===== config.mk =====
export PLATFORM = sky130hd
export DESIGN_NAME = mode_sel_multi
export DESIGN_NICKNAME = d
export VERILOG_FILES = /design/src/rtl/mode_sel_multi.sv
export SDC_FILE = /design/constraint.sdc
export NUM_CORES = 1
export LEC_CHECK = 0
export ABC_CLOCK_PERIOD_IN_PS = 2050
export CAP_MARGIN = 20
export CORE_MARGIN = 3
export CORE_UTILIZATION = 51
export DETAILED_ROUTE_END_ITERATION = 16
export PLACE_DENSITY_LB_ADDON = 0.15
export RECOVER_POWER = 100
export SLEW_MARGIN = 20
export SYNTH_ARGS = -nofsm -noshare
export SYNTH_HDL_FRONTEND = slang
export SYNTH_SLANG_ARGS = --single-unit

===== constraint.sdc =====
create_clock -name clk -period 2.05 [get_ports clk]
set_input_delay 0.41 -clock clk [delete_from_list [all_inputs] [get_ports clk]]
set_output_delay 0.41 -clock clk [all_outputs]
set_load 0.05 [all_outputs]

===== src/rtl/mode_sel_multi.sv =====
// Single-button UI controller: synchronises and debounces a push-button, classifies
// short/long presses and steps the filter index or the video mode accordingly.
module mode_sel_multi #(
  parameter int C_DEB_CYC    = 1_000_000,
  parameter int C_TICK_CYC   = 1_000_000,
  parameter int C_LONG_TICKS = 100,
  parameter int C_REPEAT     = 0,
  parameter int C_NUM_MODES  = 4,
  parameter int C_NUM_FILT   = 8,
  localparam int MW = $clog2(C_NUM_MODES),
  localparam int FW = $clog2(C_NUM_FILT)
) (
  input  logic          clk,
  input  logic          rst_n,
  input  logic          sig_in,
  output logic          btn_level,
  output logic          short_press,
  output logic          long_press,
  output logic [MW-1:0] mode,
  output logic [FW-1:0] filt_idx,
  output logic          rgbmode,
  output logic          testmode,
  output logic [2:0]    rgbfilter
);

  localparam int DW = $clog2(C_DEB_CYC);
  localparam int TW = $clog2(C_TICK_CYC);
  localparam int HW = $clog2(C_LONG_TICKS + 1);

  localparam logic [DW-1:0] C_DEB_LAST  = DW'(C_DEB_CYC - 1);
  localparam logic [TW-1:0] C_TICK_LAST = TW'(C_TICK_CYC - 1);
  localparam logic [HW-1:0] C_HOLD_PRE  = HW'(C_LONG_TICKS - 1);
  localparam logic [HW-1:0] C_HOLD_MAX  = HW'(C_LONG_TICKS);
  localparam logic [MW-1:0] C_MODE_LAST = MW'(C_NUM_MODES - 1);
  localparam logic [FW-1:0] C_FILT_LAST = FW'(C_NUM_FILT - 1);

  typedef enum logic [1:0] {
    S_IDLE = 2'd0,
    S_HELD = 2'd1,
    S_LONG = 2'd2
  } state_t;

  logic          r_sync_p0;
  logic          r_sync_p1;
  logic [DW-1:0] r_deb_cnt;
  logic          r_btn_level;
  state_t        r_state;
  logic [TW-1:0] r_tick_cnt;
  logic [HW-1:0] r_hold_cnt;
  logic          r_short;
  logic          r_long;
  logic [MW-1:0] r_mode;
  logic [FW-1:0] r_filt;

  logic          w_tick_wrap;
  logic          w_thresh;
  logic [TW-1:0] w_tick_nxt;
  logic [HW-1:0] w_hold_nxt;
  logic [MW-1:0] w_mode_nxt;
  logic [FW-1:0] w_filt_nxt;
  logic [2:0]    w_filt3;
  logic          w_mode_b1;

  // Stage p0/p1: two-flop synchroniser, then the debounce counter on the synced level
  always_ff @(posedge clk or negedge rst_n) begin
    if (!rst_n) begin
      r_sync_p0   <= 1'b0;
      r_sync_p1   <= 1'b0;
      r_deb_cnt   <= '0;
      r_btn_level <= 1'b0;
    end else begin
      r_sync_p0 <= sig_in;
      r_sync_p1 <= r_sync_p0;
      if (r_sync_p1 != r_btn_level) begin
        if (r_deb_cnt == C_DEB_LAST) begin
          r_btn_level <= r_sync_p1;
          r_deb_cnt   <= '0;
        end else begin
          r_deb_cnt <= r_deb_cnt + 1'b1;
        end
      end else begin
        r_deb_cnt <= '0;
      end
    end
  end

  // The threshold fires on the tick that would take hold_cnt to C_LONG_TICKS
  assign w_tick_wrap = (r_tick_cnt == C_TICK_LAST);
  assign w_thresh    = w_tick_wrap && (r_hold_cnt == C_HOLD_PRE);
  assign w_tick_nxt  = w_tick_wrap ? '0 : r_tick_cnt + 1'b1;
  assign w_hold_nxt  = (r_hold_cnt == C_HOLD_MAX) ? r_hold_cnt : r_hold_cnt + 1'b1;
  assign w_mode_nxt  = (r_mode == C_MODE_LAST) ? '0 : r_mode + 1'b1;
  assign w_filt_nxt  = (r_filt == C_FILT_LAST) ? '0 : r_filt + 1'b1;

  // Stage p2: press classifier, pulses and counters registered together
  always_ff @(posedge clk or negedge rst_n) begin
    if (!rst_n) begin
      r_state    <= S_IDLE;
      r_tick_cnt <= '0;
      r_hold_cnt <= '0;
      r_short    <= 1'b0;
      r_long     <= 1'b0;
      r_mode     <= '0;
      r_filt     <= '0;
    end else begin
      r_short <= 1'b0;
      r_long  <= 1'b0;
      case (r_state)
        S_IDLE: begin
          if (r_btn_level) begin
            r_state    <= S_HELD;
            r_tick_cnt <= '0;
            r_hold_cnt <= '0;
          end
        end
        S_HELD: begin
          if (w_thresh) begin
            r_long     <= 1'b1;
            r_mode     <= w_mode_nxt;
            r_tick_cnt <= '0;
            r_hold_cnt <= '0;
            r_state    <= S_LONG;
          end else if (!r_btn_level) begin
            r_short <= 1'b1;
            r_filt  <= w_filt_nxt;
            r_state <= S_IDLE;
          end else begin
            r_tick_cnt <= w_tick_nxt;
            if (w_tick_wrap) r_hold_cnt <= w_hold_nxt;
          end
        end
        S_LONG: begin
          if (!r_btn_level) begin
            r_state <= S_IDLE;
          end else if ((C_REPEAT != 0) && w_thresh) begin
            r_long     <= 1'b1;
            r_mode     <= w_mode_nxt;
            r_tick_cnt <= '0;
            r_hold_cnt <= '0;
          end else begin
            r_tick_cnt <= w_tick_nxt;
            if (w_tick_wrap) r_hold_cnt <= w_hold_nxt;
          end
        end
        default: r_state <= S_IDLE;
      endcase
    end
  end

  // Narrow mode/filter widths read as zero in the missing decode bits
  if (MW >= 2) begin : g_mode_wide
    assign w_mode_b1 = r_mode[1];
  end else begin : g_mode_narrow
    assign w_mode_b1 = 1'b0;
  end

  if (FW >= 3) begin : g_filt_wide
    assign w_filt3 = r_filt[2:0];
  end else begin : g_filt_narrow
    assign w_filt3 = 3'(r_filt);
  end

  always_comb begin
    rgbfilter = 3'b000;
    case (w_filt3)
      3'd0: rgbfilter = 3'b000;
      3'd1: rgbfilter = 3'b100;
      3'd2: rgbfilter = 3'b010;
      3'd3: rgbfilter = 3'b001;
      3'd4: rgbfilter = 3'b110;
      3'd5: rgbfilter = 3'b101;
      3'd6: rgbfilter = 3'b011;
      3'd7: rgbfilter = 3'b111;
      default: rgbfilter = 3'b000;
    endcase
  end

  assign btn_level   = r_btn_level;
  assign short_press = r_short;
  assign long_press  = r_long;
  assign mode        = r_mode;
  assign filt_idx    = r_filt;
  assign rgbmode     = ~r_mode[0];
  assign testmode    = w_mode_b1;

endmodule


==> reports/metrics.yaml <==
status: "finished with violations"
violations: "negative setup slack"
fin_skew_ns: 0.0111
fillCellCount: 449
insertion_delay_ns: 0.35
die_area_um2: 7590
grt_pass1_wl_um: 12700
cpLargestDelayFamily: "simple AND/OR/NAND/NOR gates"
maxCapViolations: 0
root_buffer: "clkbuf_8"
drtPass1Iterations: 4
grt_pass1_vias: 2789
setup_viol: 32
grt_overflow: 0
hold_buffers: 0
worstPathMaxFanout: 9
mostFrequentLayoutCell: "dfrtp_1"
drt_wl_total_um: 7840
route.detailed.drc: 0
ys_types: 53
required_ns: 2.27
die_h_um: 87.1
cts_made_buffers: 9
port_buffers: 15
fmax_ghz: 0.439
period_needed_ns: 2.28
gp_congestion: 0.876
hpwl_um: 5030
synth_edf_count: 0
leakagePower_uw: 0.00189
slowest_delay_ns: 0.55
syn_inst: 355
critPathKind: "register to register"
p_total_uw: 2540
cts_max_path_buffers: 2
period_share_pct: 111
nets: 433
slew_headroom_pct: 5.38
drtAntennaViolNets: 0
yosysSeqAreaShare_pct: 44.0
antenna_found_initial: 0
power.density_nw_per_um2: 585
grt_max_degree: 60
syn2layout_area_growth_pct: 29.4
hold_viol: 0
hp-start: "r_sync_p0$_DFF_PN0_"
startpoint_type: "register"
worstPathArrival_ns: 2.49
die_width_um: 87.1
drive_gt1_share_pct: 25.3
track_usage_pct: 21.4
drt_iter0_markers: 155
cts.htree.levels: 3
ys.flop_type: "dfrtp_1"
yosys_warnings: 0
reg2reg_from: "r_tick_cnt[6]$_DFFE_PN0P_"
cts_tree: "yes"
hold_path.class: "register to register"
wl_per_cell_um: 15.9
row_count: 28
startpoint: "r_tick_cnt[6]$_DFFE_PN0P_"
path_cells: "or4_4 -> nor4_4 -> buf_4 -> a31o_4 -> buf_4 -> o31a_1 -> mux2i_1"
postLayoutCoreUtil_pct: 70.8
worst_pin_slew_ns: 1.42
slew_viol_final: 0
syn_nets: 374
synthArstFlopShare_pct: 100
antennaDiodeCount: 0
grt_setup_unrepaired: "yes"
coreArea_um2: 6130
clock-sinks: 59
synth-seq-cells: 59
endpoint_kind: "register"
start_util_pct: 54.7
path_clk_slew_ns: 0.07
pin_count: 16
layout_setup_ws_ns: -0.226
syn_area_um2: 3360
post_drt_via_cell_ratio: 6.01
syn_avg_cell_area_um2: 9.45
worst-path-buf-inv: 2
final_cell_mix: "59 x dfrtp_1, 41 x buf_4, 35 x nor2_1, 34 x nand2_1, 21 x nand3_1"
timing.critical_path.mode_cell: "buf_4"
vias: 2969
vdd_ir_drop_max_uv: 508
crit_slowest_cell: "or4_4"
setup_tns_ns: -4.51
## cells in the mapped netlist (8+ instances only)
library cell	instances	share of area, %
a21oi_1	8	1.2
a31oi_1	12	2.2
dfrtp_1	59	44
ha_1	16	6.0
inv_1	19	2.1
nand2_1	36	4.0
nand3_1	22	3.3
nand4_1	15	2.8
nor2_1	35	3.9
o21ai_0	18	2.7
xor2_1	15	3.9
## report_power, final
part | switching (µW) | leakage (µW) | internal, µW
logic | 32.8 | 0.000954 | 8.64
registers | 6.65 | 0.000818 | 1170
clock network | 484 | 0.000123 | 837
## worst reg2reg max path: stages, from the launching register on
cell and delay [ns]:
dfrtp_1 0.41, or4_4 0.55, nor4_4 0.38, buf_4 0.18, a31o_4 0.17, buf_4 0.19
o31a_1 0.18, mux2i_1 0.09
## final timing paths
kind | endpoint | slack, ns | depth (start not counted)
worst min register to register | r_sync_p1$_DFF_PN0_ | 0.36 | 0
worst max-delay path | r_tick_cnt[14]$_DFFE_PN0P_ | -0.23 | 7
worst max register to register | r_tick_cnt[14]$_DFFE_PN0P_ | -0.23 | 7
min in group asynchronous | r_deb_cnt[2]$_DFF_PN0_ | 0.47 | 2
max in group asynchronous | r_tick_cnt[19]$_DFFE_PN0P_ | 0.72 | 2
worst min-delay path | r_sync_p1$_DFF_PN0_ | 0.36 | 0
## repair_timing
item	CTS	global route
gates cloned	0	1
gates resized for setup	19	20
setup buffers	2	4
endpoints found under the setup margin	35	36
pin swaps	9	9
## area by class of cell
cell class | instances | area (µm²) | share of cell area (%)
Tap cell | 75 | 93.8 | 2.16
Clock inverter | 5 | 100 | 2.30
Clock buffer | 11 | 141 | 3.26
Inverter | 19 | 71.3 | 1.64
Timing Repair Buffer | 63 | 536 | 12.3
Multi-Input combinational cell | 262 | 1920 | 44.3
Sequential cell | 59 | 1480 | 34.0
## flip-flops by register name, summed over array words and instances (netlist names)
name and count:
r_tick_cnt 20, mode 2, filt_idx 3, r_sync_p1 1
r_deb_cnt 20, r_hold_cnt 7, btn_level 1, short_press 1
r_state 2, long_press 1, r_sync_p0 1
## kinds of logic after synthesis
family	synth area share, %
AND/OR/NAND/NOR	23.9
buffers and inverters	4.55
XOR/XNOR	4.96
AO/OA/AOI/OAI	14.1
flip-flops	44.0
adder cells (fa/ha/maj)	5.97
multiplexers	2.50
## through the flow
stage	worst slack (ns)	cell area, µm²	hold WS (ns)	cells
final	-0.226	4340	0.361	494
after global routing	-0.282	4340	0.377	494
after CTS	-0.115	4250	0.0649	489
after detailed placement	-0.201	3920	0.346	471
after global placement	-0.0769	3920	0.337	471
after floorplan	-0.0469	3410	0.114	355
## routing by layer
layer	share of wire, %	GRT usage (%)	routed length [µm]
met2	49	33.4	3850
met4	2.1	9.48	165
met3	4.7	5.49	371
met1	44	27.9	3460
met5	0	0	0
(Power assumes the default switching activity.)
